$ cat src/rtl/icache_scm_bist_ctrl.sv
// March-test BIST engine for the 2R2W icache SCM: pattern, inverse pattern, address-as-data.
// Optional macro ICACHE_SCM_BIST_EARLY_ABORT_EN: the first mismatch ends the run in DONE.
module icache_scm_bist_ctrl #(
  parameter int ADDR_WIDTH = 5,
  parameter int DATA_WIDTH = 32
) (
  input  logic                  clk,
  input  logic                  rst_n,
  input  logic                  start_i,
  output logic                  busy_o,
  output logic                  done_o,
  output logic                  fail_o,
  output logic [ADDR_WIDTH-1:0] fail_addr_o,
  output logic                  ren_a_o,
  output logic [ADDR_WIDTH-1:0] raddr_a_o,
  input  logic [DATA_WIDTH-1:0] rdata_a_i,
  output logic                  ren_b_o,
  output logic [ADDR_WIDTH-1:0] raddr_b_o,
  input  logic [DATA_WIDTH-1:0] rdata_b_i,
  output logic                  we_a_o,
  output logic [ADDR_WIDTH-1:0] waddr_a_o,
  output logic [DATA_WIDTH-1:0] wdata_a_o,
  output logic                  we_b_o,
  output logic [ADDR_WIDTH-1:0] waddr_b_o,
  output logic [DATA_WIDTH-1:0] wdata_b_o
);

  localparam int DEPTH = 2 ** ADDR_WIDTH;
  localparam int HALF  = DEPTH / 2;
  localparam int KW    = (ADDR_WIDTH > 1) ? ADDR_WIDTH - 1 : 1;
  localparam logic [KW-1:0] K_LAST = KW'(HALF - 1);

  function automatic logic [DATA_WIDTH-1:0] gen_pat();
    logic [DATA_WIDTH-1:0] p;
    p = '0;
    for (int i = 0; i < DATA_WIDTH; i++) p[i] = ((i % 2) == 1);
    return p;
  endfunction

  localparam logic [DATA_WIDTH-1:0] PAT = gen_pat();

  // Phase states are consecutive so a finished phase advances by +1.
  typedef enum logic [3:0] {
    S_IDLE  = 4'd0,
    S_W_PAT = 4'd1,
    S_R_PAT = 4'd2,
    S_W_INV = 4'd3,
    S_R_INV = 4'd4,
    S_W_ADR = 4'd5,
    S_R_ADR = 4'd6,
    S_DRAIN = 4'd7,
    S_DONE  = 4'd8
  } state_e;

  function automatic logic [DATA_WIDTH-1:0] phase_data(input state_e s,
                                                       input logic [ADDR_WIDTH-1:0] a);
    logic [DATA_WIDTH-1:0] d;
    case (s)
      S_W_PAT, S_R_PAT: d = PAT;
      S_W_INV, S_R_INV: d = ~PAT;
      S_W_ADR, S_R_ADR: d = DATA_WIDTH'(a);
      default:          d = '0;
    endcase
    return d;
  endfunction

  state_e                state_q, state_d;
  logic [KW-1:0]         k_q, k_d;
  logic                  busy_q, done_q, fail_q;
  logic [ADDR_WIDTH-1:0] fail_addr_q;
  logic                  ren_a_q, ren_b_q, we_a_q, we_b_q;
  logic [ADDR_WIDTH-1:0] raddr_a_q, raddr_b_q, waddr_a_q, waddr_b_q;
  logic [DATA_WIDTH-1:0] wdata_a_q, wdata_b_q;
  logic                  cmp_valid_q;
  logic [DATA_WIDTH-1:0] exp_a_q, exp_b_q;
  logic [ADDR_WIDTH-1:0] cmp_addr_q;

  logic                  start_ok;
  logic                  mis_a, mis_b, mismatch;
  logic [ADDR_WIDTH-1:0] mis_addr;
  logic                  is_wr_d, is_rd_d;
  logic [ADDR_WIDTH-1:0] addr_a_d, addr_b_d;

  assign start_ok = ((state_q == S_IDLE) || (state_q == S_DONE)) && start_i;

  // Read data returns one cycle after ren; compare against the expectation captured then.
  assign mis_a    = cmp_valid_q && busy_q && (rdata_a_i != exp_a_q);
  assign mis_b    = cmp_valid_q && busy_q && (rdata_b_i != exp_b_q);
  assign mismatch = mis_a || mis_b;
  assign mis_addr = mis_a ? cmp_addr_q : (cmp_addr_q | ADDR_WIDTH'(1));

  // NOTE: every signal driven here gets a default first, so no latch can be inferred.
  always_comb begin
    state_d = state_q;
    k_d     = k_q;
    case (state_q)
      S_IDLE, S_DONE: begin
        if (start_i) begin
          state_d = S_W_PAT;
          k_d     = '0;
        end
      end
      S_W_PAT, S_R_PAT, S_W_INV, S_R_INV, S_W_ADR, S_R_ADR: begin
        if (k_q == K_LAST) begin
          k_d     = '0;
          state_d = state_e'(state_q + 4'd1);
        end else begin
          k_d = k_q + KW'(1);
        end
      end
      S_DRAIN: begin
        state_d = S_DONE;
        k_d     = '0;
      end
      default: begin
        state_d = S_IDLE;
        k_d     = '0;
      end
    endcase
`ifdef ICACHE_SCM_BIST_EARLY_ABORT_EN
    if (mismatch) begin
      state_d = S_DONE;
      k_d     = '0;
    end
`endif
  end

  assign is_wr_d  = (state_d == S_W_PAT) || (state_d == S_W_INV) || (state_d == S_W_ADR);
  assign is_rd_d  = (state_d == S_R_PAT) || (state_d == S_R_INV) || (state_d == S_R_ADR);
  assign addr_a_d = ADDR_WIDTH'({k_d, 1'b0});
  assign addr_b_d = ADDR_WIDTH'({k_d, 1'b1});

  // NOTE: sequential state uses non-blocking assignments so all registers update together.
  always_ff @(posedge clk or negedge rst_n) begin
    if (!rst_n) begin
      state_q     <= S_IDLE;
      k_q         <= '0;
      busy_q      <= 1'b0;
      done_q      <= 1'b0;
      fail_q      <= 1'b0;
      fail_addr_q <= '0;
      ren_a_q     <= 1'b0;
      ren_b_q     <= 1'b0;
      raddr_a_q   <= '0;
      raddr_b_q   <= '0;
      we_a_q      <= 1'b0;
      we_b_q      <= 1'b0;
      waddr_a_q   <= '0;
      waddr_b_q   <= '0;
      wdata_a_q   <= '0;
      wdata_b_q   <= '0;
      cmp_valid_q <= 1'b0;
      exp_a_q     <= '0;
      exp_b_q     <= '0;
      cmp_addr_q  <= '0;
    end else begin
      state_q <= state_d;
      k_q     <= k_d;
      busy_q  <= (state_d != S_IDLE) && (state_d != S_DONE);
      done_q  <= (state_d == S_DONE);

      // Strobes are registered from the next state; address/data forced to 0 when idle.
      we_a_q    <= is_wr_d;
      we_b_q    <= is_wr_d;
      waddr_a_q <= is_wr_d ? addr_a_d : '0;
      waddr_b_q <= is_wr_d ? addr_b_d : '0;
      wdata_a_q <= is_wr_d ? phase_data(state_d, addr_a_d) : '0;
      wdata_b_q <= is_wr_d ? phase_data(state_d, addr_b_d) : '0;
      ren_a_q   <= is_rd_d;
      ren_b_q   <= is_rd_d;
      raddr_a_q <= is_rd_d ? addr_a_d : '0;
      raddr_b_q <= is_rd_d ? addr_b_d : '0;

      cmp_valid_q <= ren_a_q;
      exp_a_q     <= ren_a_q ? phase_data(state_q, raddr_a_q) : '0;
      exp_b_q     <= ren_b_q ? phase_data(state_q, raddr_b_q) : '0;
      cmp_addr_q  <= raddr_a_q;

      if (start_ok) begin
        fail_q      <= 1'b0;
        fail_addr_q <= '0;
      end else if (mismatch) begin
        fail_q <= 1'b1;
        if (!fail_q) fail_addr_q <= mis_addr;
      end
    end
  end

  assign busy_o      = busy_q;
  assign done_o      = done_q;
  assign fail_o      = fail_q;
  assign fail_addr_o = fail_addr_q;
  assign ren_a_o     = ren_a_q;
  assign raddr_a_o   = raddr_a_q;
  assign ren_b_o     = ren_b_q;
  assign raddr_b_o   = raddr_b_q;
  assign we_a_o      = we_a_q;
  assign waddr_a_o   = waddr_a_q;
  assign wdata_a_o   = wdata_a_q;
  assign we_b_o      = we_b_q;
  assign waddr_b_o   = waddr_b_q;
  assign wdata_b_o   = wdata_b_q;

endmodule
$ cat config.mk
export PLATFORM = sky130hd
export DESIGN_NAME = icache_scm_bist_ctrl
export DESIGN_NICKNAME = d
export VERILOG_FILES = /design/src/rtl/icache_scm_bist_ctrl.sv
export SDC_FILE = /design/constraint.sdc
export NUM_CORES = 1
export LEC_CHECK = 0
export CORE_AREA = 2 2 99 82
export DETAILED_ROUTE_END_ITERATION = 12
export DIE_AREA = 0 0 101 84
export GPL_TIMING_DRIVEN = 0
export PLACE_DENSITY = 0.8
export SYNTH_ARGS = -nofsm -noshare
export SYNTH_HDL_FRONTEND = slang
export SYNTH_SLANG_ARGS = --single-unit
$ cat constraint.sdc
create_clock -name clk -period 5 [get_ports clk]
set_input_delay 1 -clock clk [delete_from_list [all_inputs] [get_ports clk]]
set_output_delay 1 -clock clk [all_outputs]
set_load 0.02 [all_outputs]
==> impl_results.md, run 1 <==
- DR DRC count: 0
- I/O Pins: 163
- CP max FO: 28
- Combinational Power Share: 12.1%
- Skew-Pair Late Insertion Delay: 300 ps
- Synth area leaders: dfrtp_1 (38%), buf_4 (18%), mux2i_1 (6.2%), nand4_1 (2.6%), or4_1 (2.3%)
- Root Buffer: clkbuf_8
- Layout area overhead: 62.3%
- RSZ-0062 raised after global routing: no
- Total number of H-tree levels: 2
- Worst reg2reg setup slack: 2610 ps
- Dpl hpwl: 6520 um
- Yosys reg bits: 45
- Worst R2R End: raddr_b_o[4]
- Peak VDD IR: 0.115 mV
- Setup violations, final: 0
- Post-synthesis cell count: 291
- Wire length per cell: 14.4 um
- Post-CTS resize count: 0
- Final Cell Area: between 4000 and 5000 um2
- Clock Power Share: 33.2%
- Setup TNS: 0 ps
- Slew Limit Fails: 0
- Cts hold-fix bufs: 0
- Final nets: 532
- EDFF count, synth: 0
- Initial antenna violation count: 0
- Syn Area/Cell: around 10 um2
- Commonest cells after routing, fill and taps aside: clkdlybuf4s50_1 (159), buf_4 (71), dfrtp_1 (45), mux2i_1 (18), nand2_1 (17)
- I/O Buffers: 160
- Leakage: 2.10 nW
- Cells on worst reg2reg path: 8
- Async S/R FF share, synth: 100%
- DIE WIDTH: 101 um
- Post-layout minimum cycle time: roughly 3000 ps
- Setup crit start kind: flip-flop
- Sequential share of power: between 50% and 60%
- Clock-pin slew on the worst setup and hold paths: around 80 ps
- Sw Share: 22.2%
- Worst setup path class: reg -> out
- WP data arrival: 1990 ps
- Synthesized cell area: 2930 um2
- Hold path endpoint: cmp_addr_q[3]
- Cts bufs inserted: 5
- Footprint of the multi-input gates: 1210 um2
- Slew @ Worst Pin: between 700 and 800 ps
- Worst setup EP type: output pin
- CTS tree: yes
- Site row count: 29
- Final WL: approximately 8000 um
- CTS Buffer Depth: 2
- Hold Fails Final Rpt: 0
- Grt ovf: 0
- Slew HR: 47.4%
- Gpl congestion: 0.918
- Pin count of the biggest net entering global routing: 37
- N_diodes: 0
- Critical Path RT: roughly 4000 ps
- Vias per inst: 4.75
- Ys Warns: 0
- Clock Skew: 4.64 ps
- Die area: 8480 um2
- Worst hold path class: reg -> reg
- First-pass GRT wire length: 12500 um
- Tot GR Track Use: 18.3%
- Status: completed
- Initial Utilization: around 38%
- Pint: 517 uW
- Post-synth top area cell: dfrtp_1
- Seq. cell area: about 1100 um2
- PwrDens: 140 nW/um2
- Via Count: 2634
- Synth top area share: 38.5%
- Drt pass-1 iters: 4
- Final antenna-violating net count: 0
- Unique cell type count in the Yosys netlist: 52
- Sequential-to-total area share from yosys stat: 38.5%
- Initial DRC Count: 73
- Post-synth top flop: dfrtp_1
- Share of cells above drive strength 1: 22.3%
- Max cap viols: 0
- Die Y: roughly 84 um
- Period utilization: 59.9%
- Setup bufs post-CTS: 0
- Worst hold start: raddr_b_o[3]
- Sw power: 148 uW
- Reg2reg start: state_q[1]
- Core area: approximately 7600 um2
- Critical Path Source: wdata_b_o[29]
- Clk sinks: 45
- Fill count: 637
- Post-placement cell area: 4660 um2
- Hold Path Depth: 0
- Leading cell type in the layout, fill and taps excluded: clkdlybuf4s50_1
- Max Freq: 334 MHz
- Number of global-route vias before repair: 2574
layer usage:
layer	track usage [%]	up-vias	wire, um
li1	-	1304	-
met1	22.1	1226	3270
met2	33.1	93	4010
met3	4.19	11	636
met4	3.44	0	88
met5	0	-	0
metrics by stage:
step	worst slack (ps)	total power, mW	utilization, %	std cells	hold WS (ps)
after detailed placement	1990	0.451	61.2	546	425
after global placement	1830	0.449	61.0	545	419
after global routing	1880	0.689	62.4	554	471
after CTS	1990	0.669	62.4	554	444
final	2010	0.664	62.4	554	445
after floorplan	2550	0.384	-	292	484
registers in the layout, indices dropped and copies added, names as in the netlist, 4 cells and up:
signal,count
fail_addr_o,5
cmp_addr_q,4
raddr_b_o,5
k_q,4
exp_a_q,6
state_q,4
wdata_b_o,7
waddr_b_o,4
cells by family after synthesis:
kind of cell | Yosys count | synth area share, %
AO/OA/AOI/OAI | 37 | 11.2
XOR/XNOR | 11 | 3.29
adder cells (fa/ha/maj) | 5 | 2.14
buffers and inverters | 86 | 20.5
flip-flops | 45 | 38.5
multiplexers | 19 | 6.92
other | 1 | 0.128
AND/OR/NAND/NOR | 87 | 17.4
Yosys cell counts, drive strengths merged (3+ instances only):
cell and instances:
a21oi 6, nor2 10, mux2i 19, nor3b 4, nor4 4, and3 3, nand2 17, a211oi 5
or4 10, dfrtp 45, a2111oi 3, o21ai 4, ha 5, and4 4, nand4 12, or2 3
nand3 7, xor2 4, xnor2 7, and2 5, buf 74, nor3 6, a21o 4, inv 10
power groups by stage:
stage	Combinational [mW]	Clock (mW)	Sequential [mW]
after floorplan	0.0128	0	0.371
after detailed placement	0.0806	0	0.371
after global routing	0.0864	0.239	0.364
after CTS	0.0810	0.225	0.364
final	0.0801	0.221	0.364
after global placement	0.0776	0	0.371
final cells by class:
cell class,count,share of cell area (%)
inverters,10,0.790
repair buffers,161,34.0
plain buffers,76,11.8
multi-input cells,161,25.4
clock buffers,6,1.53
well taps,93,2.45
clock inverters,2,0.316
flip-flops and latches,45,23.7
worst max path at each step:
| stage | endpoint | slack [ps] | cells past startpoint |
|---|---|---|---|
| final | wdata_b_o[5] | 2010 | 2 |
| after global placement | exp_a_q[1] | 1830 | 1 |
| after floorplan | fail_addr_o[0] | 2550 | 5 |
| after global routing | wdata_b_o[27] | 1880 | 2 |
| after CTS | wdata_b_o[5] | 1990 | 2 |
| after detailed placement | fail_addr_o[0] | 1990 | 6 |
worst max-delay path, stage by stage, from the launching register on:
cell and delay, ps:
dfrtp_1 860, buf_4 220, clkdlybuf4s50_1 610
Note: power is estimated with default switching activity, not from simulation.
==> run 2: changes to the inputs <==
--- a/config.mk
+++ b/config.mk
@@ -5,11 +5,11 @@
 export SDC_FILE = /design/constraint.sdc
 export NUM_CORES = 1
 export LEC_CHECK = 0
-export CORE_AREA = 2 2 99 82
+export CORE_AREA = 2 2 106 87
 export DETAILED_ROUTE_END_ITERATION = 12
-export DIE_AREA = 0 0 101 84
+export DIE_AREA = 0 0 108 89
 export GPL_TIMING_DRIVEN = 0
-export PLACE_DENSITY = 0.8
+export PLACE_DENSITY = 0.75
 export SYNTH_ARGS = -nofsm -noshare
 export SYNTH_HDL_FRONTEND = slang
 export SYNTH_SLANG_ARGS = --single-unit
==> constraint.sdc (replaced) <==
create_clock -name clk -period 2.4 [get_ports clk]
set_input_delay 0.48 -clock clk [delete_from_list [all_inputs] [get_ports clk]]
set_output_delay 0.48 -clock clk [all_outputs]
set_load 0.02 [all_outputs]
==> run 2 against run 1 <==
  * Critical path depth is 6 higher
  * First-iteration DRC count grew 120%
  * Global-route usage is 1.9 points lower
  * Via count grew 0.46%
  * Cell count increased by 4.0%
  * Worst setup slack got worse by 1800 ps
  * Non-clock buffer count rose by 3
  * Design area increased by 2.8%
  * Worst hold slack got worse by 430 ps
==> impl_results.md, run 2 (same netlist as run 1, synthesis figures left out) <==
- Status: completed
- Leading cell type in the layout, fill and taps excluded: clkdlybuf4s50_1
- Combinational Power Share: 10.5% (-1.6 points)
- Clock-pin slew on the worst setup and hold paths: 80 ps (about the same)
- Gpl congestion: 0.800 (-13%)
- Slew @ Worst Pin: 516 ps (-273 ps)
- Initial antenna violation count: 0 (unchanged)
- Root Buffer: clkbuf_8
- Critical Path RT: 2600 ps (-1400 ps)
- First-pass GRT wire length: 12500 um (-0.38%)
- Cells on worst reg2reg path: 8 (unchanged)
- Setup TNS: 0 ps (unchanged)
- CP max stage delay: 430 ps (-430 ps)
- CP max FO: 7 (-75%)
- CTS Buffer Depth: 2 (unchanged)
- Worst hold path class: in -> async
- Slowest cell on crit path: dfrtp_2
- Largest delay share family, worst path: compound AO/OA/AOI/OAI gates
- Final WL: 8310 um (+3.8%)
- Share of cells above drive strength 1: 24.1% (+1.8 points)
- Hold Fails Final Rpt: 0 (unchanged)
- Setup crit start kind: flip-flop
- Slew HR: 65.5% (+18 points)
- Die area: 9610 um2 (+13%)
- Pint: 1.28 mW (+150%)
- Skew-Pair Late Insertion Delay: 300 ps (about the same)
- Setup violations, final: 0 (unchanged)
- Cts bufs inserted: 5 (unchanged)
- I/O Buffers: 160 (unchanged)
- Wire length per cell: 14.4 um (-0.18%)
- N_diodes: 0 (unchanged)
- Period utilization: 92.9%
- Initial Utilization: 34.7% (-3.8 points)
- Slew Limit Fails: 0 (unchanged)
- Dpl hpwl: 6550 um (+0.40%)
- Fill count: 737 (+16%)
- Site row count: 30 (+3.4%)
- Peak VDD IR: 0.272 mV (+140%)
- Grt ovf: 0 (unchanged)
- Drt pass-1 iters: 4 (unchanged)
- Max reg flops: 7 (unchanged)
- Die Y: 89 um (+6.0%)
- Max Freq: 448 MHz
- Tot GR Track Use: 16.4% (-1.9 points)
- Sw Share: 19.3% (-2.9 points)
- I/O Pins: 163 (unchanged)
- PwrDens: 326 nW/um2 (+130%)
- Max cap viols: 0 (unchanged)
- Final nets: 535 (+0.56%)
- Number of global-route vias before repair: 2552 (-0.85%)
- Clk sinks: 45 (unchanged)
- Core area: 8450 um2 (+11%)
- Layout area overhead: 66.8%
- CTS tree: yes
- Clock Power Share: 41.9% (+8.7 points)
- DIE WIDTH: 108 um (+6.9%)
- Total number of H-tree levels: 2 (unchanged)
- Worst setup EP type: flip-flop
- Initial DRC Count: 163 (+120%)
- Via Count: 2646 (+0.46%)
- WP data arrival: 2430 ps (+440 ps)
- Commonest cells after routing, fill and taps aside: clkdlybuf4s50_1 (159), buf_4 (74), dfrtp_1 (42), mux2i_1 (18), nand2_1 (17)
- Clock Skew: 5.87 ps (+1.23 ps)
- Worst setup path class: reg -> reg
- Crit path buffers/inverters: 2 (unchanged)
- Sequential share of power: 47.6% (-7.1 points)
- Cts hold-fix bufs: 0 (unchanged)
- Final antenna-violating net count: 0 (unchanged)
- Crit. path cell count: 8 (+6)
- Fin util: 57.8% (-4.5 points)
- Vias per inst: 4.59 (-3.4%)
- DR DRC count: 0 (unchanged)
- Post-layout minimum cycle time: 2230 ps
- Sw power: 307 uW (+110%)
- Leakage: 2.17 nW (+3.2%)
- Cell chain of the critical path: inv_1, ha_1, mux2i_4, a2111oi_0, o22ai_1, inv_2, a21o_1, a211oi_1
- Pin count of the biggest net entering global routing: 40 (+8.1%)
## run 2: layout make-up
class | instances | area [um2] | area share, %
clock buffers | 5 | 68.8 | 1.41
multi-input cells | 161 | 1240 | 25.4
repair buffers | 164 | 1640 | 33.6
flip-flops and latches | 45 | 1130 | 23.1
clock inverters | 3 | 65.1 | 1.33
inverters | 10 | 37.5 | 0.768
plain buffers | 76 | 562 | 11.5
well taps | 112 | 140 | 2.87
## run 2: final timing paths
check	from	slack, ps	end
setup / recovery	state_q[0]	170	wdata_b_o[1]
hold / removal	rst_n	10	fail_addr_o[3]
setup reg to reg	state_q[0]	170	wdata_b_o[1]
hold reg to reg	raddr_b_o[1]	430	cmp_addr_q[1]
max in group asynchronous	rst_n	1930	state_q[0]
min in group clk	raddr_b_o[1]	430	cmp_addr_q[1]
## run 2: what timing repair did
| item | in CTS | in global routing |
|---|---|---|
| endpoints found under the setup margin | 54 | 23 |
| gates resized for setup | 2 | 7 |
| buffers inserted | 0 | 3 |
| pin swaps | 0 | 0 |
## run 2: power by group through the flow
stage	clock, mW	sequential (mW)	combinational [mW]
floorplan	0	0.773	0.0266
global placement	0	0.773	0.160
detailed placement	0	0.773	0.167
CTS	0.683	0.757	0.168
global route	0.710	0.757	0.180
finish	0.668	0.757	0.167
## run 2: per-stage QoR
step	total power, mW	setup WS, ps	instances	area [um2]	hold WS (ps)
2_1_floorplan	0.799	393	292	2930	184
3_3_place_gp	0.933	-254	564	4670	432
3_5_place_dp	0.940	-83.3	565	4690	337
4_1_cts	1.61	28.7	573	4820	14.8
5_1_grt	1.65	-0.214	576	4880	12.6
6_report	1.59	170	576	4880	13.7
## run 2: worst register-to-register path: cells and delay by family (launching register included)
family                   cells  cell delay (ps)
multiplexers                 1              290
buffers and inverters        2              190
flip-flops                   1              430
adder cells (fa/ha/maj)      1              260
AO/OA/AOI/OAI                4              980
## run 2: per-layer routing
metal  track usage [%]  vias up  wire length, um
li1                  -     1302                -
met1              20.5     1250             3420
met2              28.8       86             4200
met3              4.08        8              618
met4              3.96        0               67
met5                 0        -                0
==> run 3: changes to the inputs <==
--- a/config.mk
+++ b/config.mk
@@ -5,11 +5,12 @@
 export SDC_FILE = /design/constraint.sdc
 export NUM_CORES = 1
 export LEC_CHECK = 0
-export CORE_AREA = 2 2 106 87
+export CORE_AREA = 2 2 104 86
+export CTS_BUF_LIST = sky130_fd_sc_hd__clkbuf_4
 export DETAILED_ROUTE_END_ITERATION = 12
-export DIE_AREA = 0 0 108 89
+export DIE_AREA = 0 0 106 88
 export GPL_TIMING_DRIVEN = 0
-export PLACE_DENSITY = 0.75
+export PLACE_DENSITY = 0.77
 export SYNTH_ARGS = -nofsm -noshare
 export SYNTH_HDL_FRONTEND = slang
 export SYNTH_SLANG_ARGS = --single-unit
==> run 3 against run 2 <==
  * Count of clock-buffer cells in the layout grew 2
  * Combinational power is essentially flat
  * Clock power down 44%
  * Design area down 1.2%
  * Worst hold slack about the same
  * Sequential cell count did not move
  * Fmax fell by 2.6%
  * Register-to-register slack got worse by 30 ps
  * Global-route usage up 0.079 points
  * Non-clock buffer count increased by 5
==> impl_results.md, run 3 (same netlist as run 1, synthesis figures left out) <==
- Footprint of the multi-input gates: 1220 um2 (-1.7%)
- Layout area overhead: 64.9%
- Setup crit start kind: flip-flop
- Root Buffer: clkbuf_4
- Initial DRC Count: 113 (-31%)
- Total number of H-tree levels: 2 (unchanged)
- Wire length per cell: 13.9 um (-3.4%)
- CTS tree: yes
- Skew-Pair Late Insertion Delay: 360 ps (+60 ps)
- Slowest cell on crit path: dfrtp_2
- Combinational Power Share: 12.7% (+2.2 points)
- Worst reg2reg setup slack: 140 ps (-30 ps)
- Pint: 1.01 mW (-21%)
- Max cap viols: 0 (unchanged)
- Fill count: 695 (-5.7%)
- DR DRC count: 0 (unchanged)
- Share of cells above drive strength 1: 25.2% (+1.0 points)
- Worst R2R End: waddr_b_o[2]
- Crit path buffers/inverters: 2 (unchanged)
- Max reg flops: 7 (unchanged)
- Final WL: 8090 um (-2.6%)
- Slew HR: 64.0% (-1.5 points)
- Period utilization: 95.4% (+2.5 points)
- Clock Power Share: 28.9% (-13 points)
- Commonest cells after routing, fill and taps aside: clkdlybuf4s50_1 (159), buf_4 (79), dfrtp_1 (42), mux2i_1 (18), nand2_1 (17)
- Vias per inst: 4.61 (+0.34%)
- Reg2reg start: state_q[0]
- Layout Cells excl Fill: 581 (+0.87%)
- Clock Skew: 9.38 ps (+3.51 ps)
- Site row count: 30 (unchanged)
- Grt ovf: 0 (unchanged)
- Cts bufs inserted: 5 (unchanged)
- WP data arrival: 1810 ps (-620 ps)
- Seq. cell area: 1130 um2 (unchanged)
- Setup violations, final: 0 (unchanged)
- Via Count: 2678 (+1.2%)
- Clock-pin slew on the worst setup and hold paths: 130 ps (+50 ps)
- I/O Pins: 163 (unchanged)
- N_diodes: 0 (unchanged)
- Setup WS pre-CTS: -63.5 ps (+19.8 ps)
- Worst setup path class: reg -> out
- Sequential share of power: 58.3% (+11 points)
- Cell chain of the critical path: buf_4, clkdlybuf4s50_1
- Pin count of the biggest net entering global routing: 30 (-25%)
- Number of global-route vias before repair: 2533 (-0.74%)
- Final Cell Area: 4830 um2 (-1.2%)
- Sw Share: 22.2% (+3.0 points)
- WHS: 13.4 ps (-0.263 ps)
- Cells on worst reg2reg path: 7 (-1)
- PwrDens: 269 nW/um2 (-17%)
- Worst hold path class: in -> async
- Worst setup EP type: output pin
- Peak VDD IR: 0.165 mV (-40%)
- Hold Fails Final Rpt: 0 (unchanged)
- Max Freq: 437 MHz (-2.6%)
- Status: completed
- Leakage: 2.14 nW (-1.5%)
- Slew @ Worst Pin: 539 ps (+22.8 ps)
- I/O Buffers: 160 (unchanged)
- Leading cell type in the layout, fill and taps excluded: clkdlybuf4s50_1
- Die area: 9330 um2 (-3.0%)
- Critical Path RT: 1920 ps (-680 ps)
- Final antenna-violating net count: 0 (unchanged)
- CP max stage delay: 660 ps (+230 ps)
- RSZ-0062 raised after global routing: no
- Clk sinks: 45 (unchanged)
- Tot GR Track Use: 16.5% (+0.079 points)
- First-pass GRT wire length: 12300 um (-0.99%)
- Dpl hpwl: 6340 um (-3.1%)
- Placed insts: 565 (unchanged)
- Post-placement cell area: 4690 um2 (unchanged)
- CP max FO: 28 (+21)
- Gpl congestion: 0.796 (-0.51%)
- Drt pass-1 iters: 4 (unchanged)
- DIE WIDTH: 106 um (-1.9%)
- Crit. path cell count: 2 (-6)
- Cts hold-fix bufs: 0 (unchanged)
- Slew Limit Fails: 0 (unchanged)
- Initial antenna violation count: 0 (unchanged)
- Largest delay share family, worst path: buffers and inverters
- Sw power: 289 uW (-5.9%)
- CTS Buffer Depth: 2 (unchanged)
- Final nets: 540 (+0.93%)
- Post-layout minimum cycle time: 2290 ps (+60.1 ps)
- Core area: 8300 um2 (-1.8%)
- Die Y: 88 um (-1.1%)
- Initial Utilization: 35.3% (+0.63 points)
- Final worst-path setup slack: 110 ps (-60.1 ps)
run 3: worst max path at each step:
| stage | from | end |
|---|---|---|
| finish | wdata_b_o[29] | wdata_b_o[29] |
| floorplan | state_q[0] | busy_o |
| global placement | rst_n | wdata_b_o[29] |
| CTS | state_q[0] | busy_o |
| detailed placement | start_i | raddr_b_o[4] |
| global route | wdata_b_o[30] | wdata_b_o[16] |
run 3: layout make-up:
type	instances	share of cell area [%]
plain buffers	76	11.6
clock buffers	7	1.09
clock inverters	1	0.156
inverters	10	0.778
multi-input cells	161	25.3
flip-flops and latches	45	23.4
well taps	112	2.90
repair buffers	169	34.7
run 3: through the flow:
step | util [%] | setup TNS (ps) | total power [mW]
2_1_floorplan | - | 0 | 0.799
3_3_place_gp | 56.3 | -12000 | 0.932
3_5_place_dp | 56.5 | -496 | 0.939
4_1_cts | 57.3 | 0 | 1.31
5_1_grt | 58.2 | 0 | 1.35
6_report | 58.2 | 0 | 1.30
run 3: routing by layer:
| metal | vias up | share of wire, % | global-route usage, % | wire, um |
|---|---|---|---|---|
| li1 | 1326 | - | - | - |
| met1 | 1256 | 43 | 20.1 | 3450 |
| met2 | 91 | 51 | 30.1 | 4120 |
| met3 | 5 | 6.0 | 3.05 | 485 |
| met4 | 0 | 0.51 | 4.43 | 41 |
| met5 | - | 0 | 0 | 0 |
run 3: power by group through the flow:
stage	registers (mW)	logic, mW	clock network [mW]
2_1_floorplan	0.773	0.0266	0
4_1_cts	0.758	0.167	0.388
5_1_grt	0.758	0.179	0.416
3_3_place_gp	0.773	0.159	0
6_report	0.758	0.165	0.376
3_5_place_dp	0.773	0.166	0
run 3: repair_timing:
action | in CTS | in global routing
gates resized for setup | 3 | 4
setup buffers | 0 | 8
gates cloned | 0 | 0
endpoints found under the setup margin | 56 | 12
pin swaps | 0 | 3
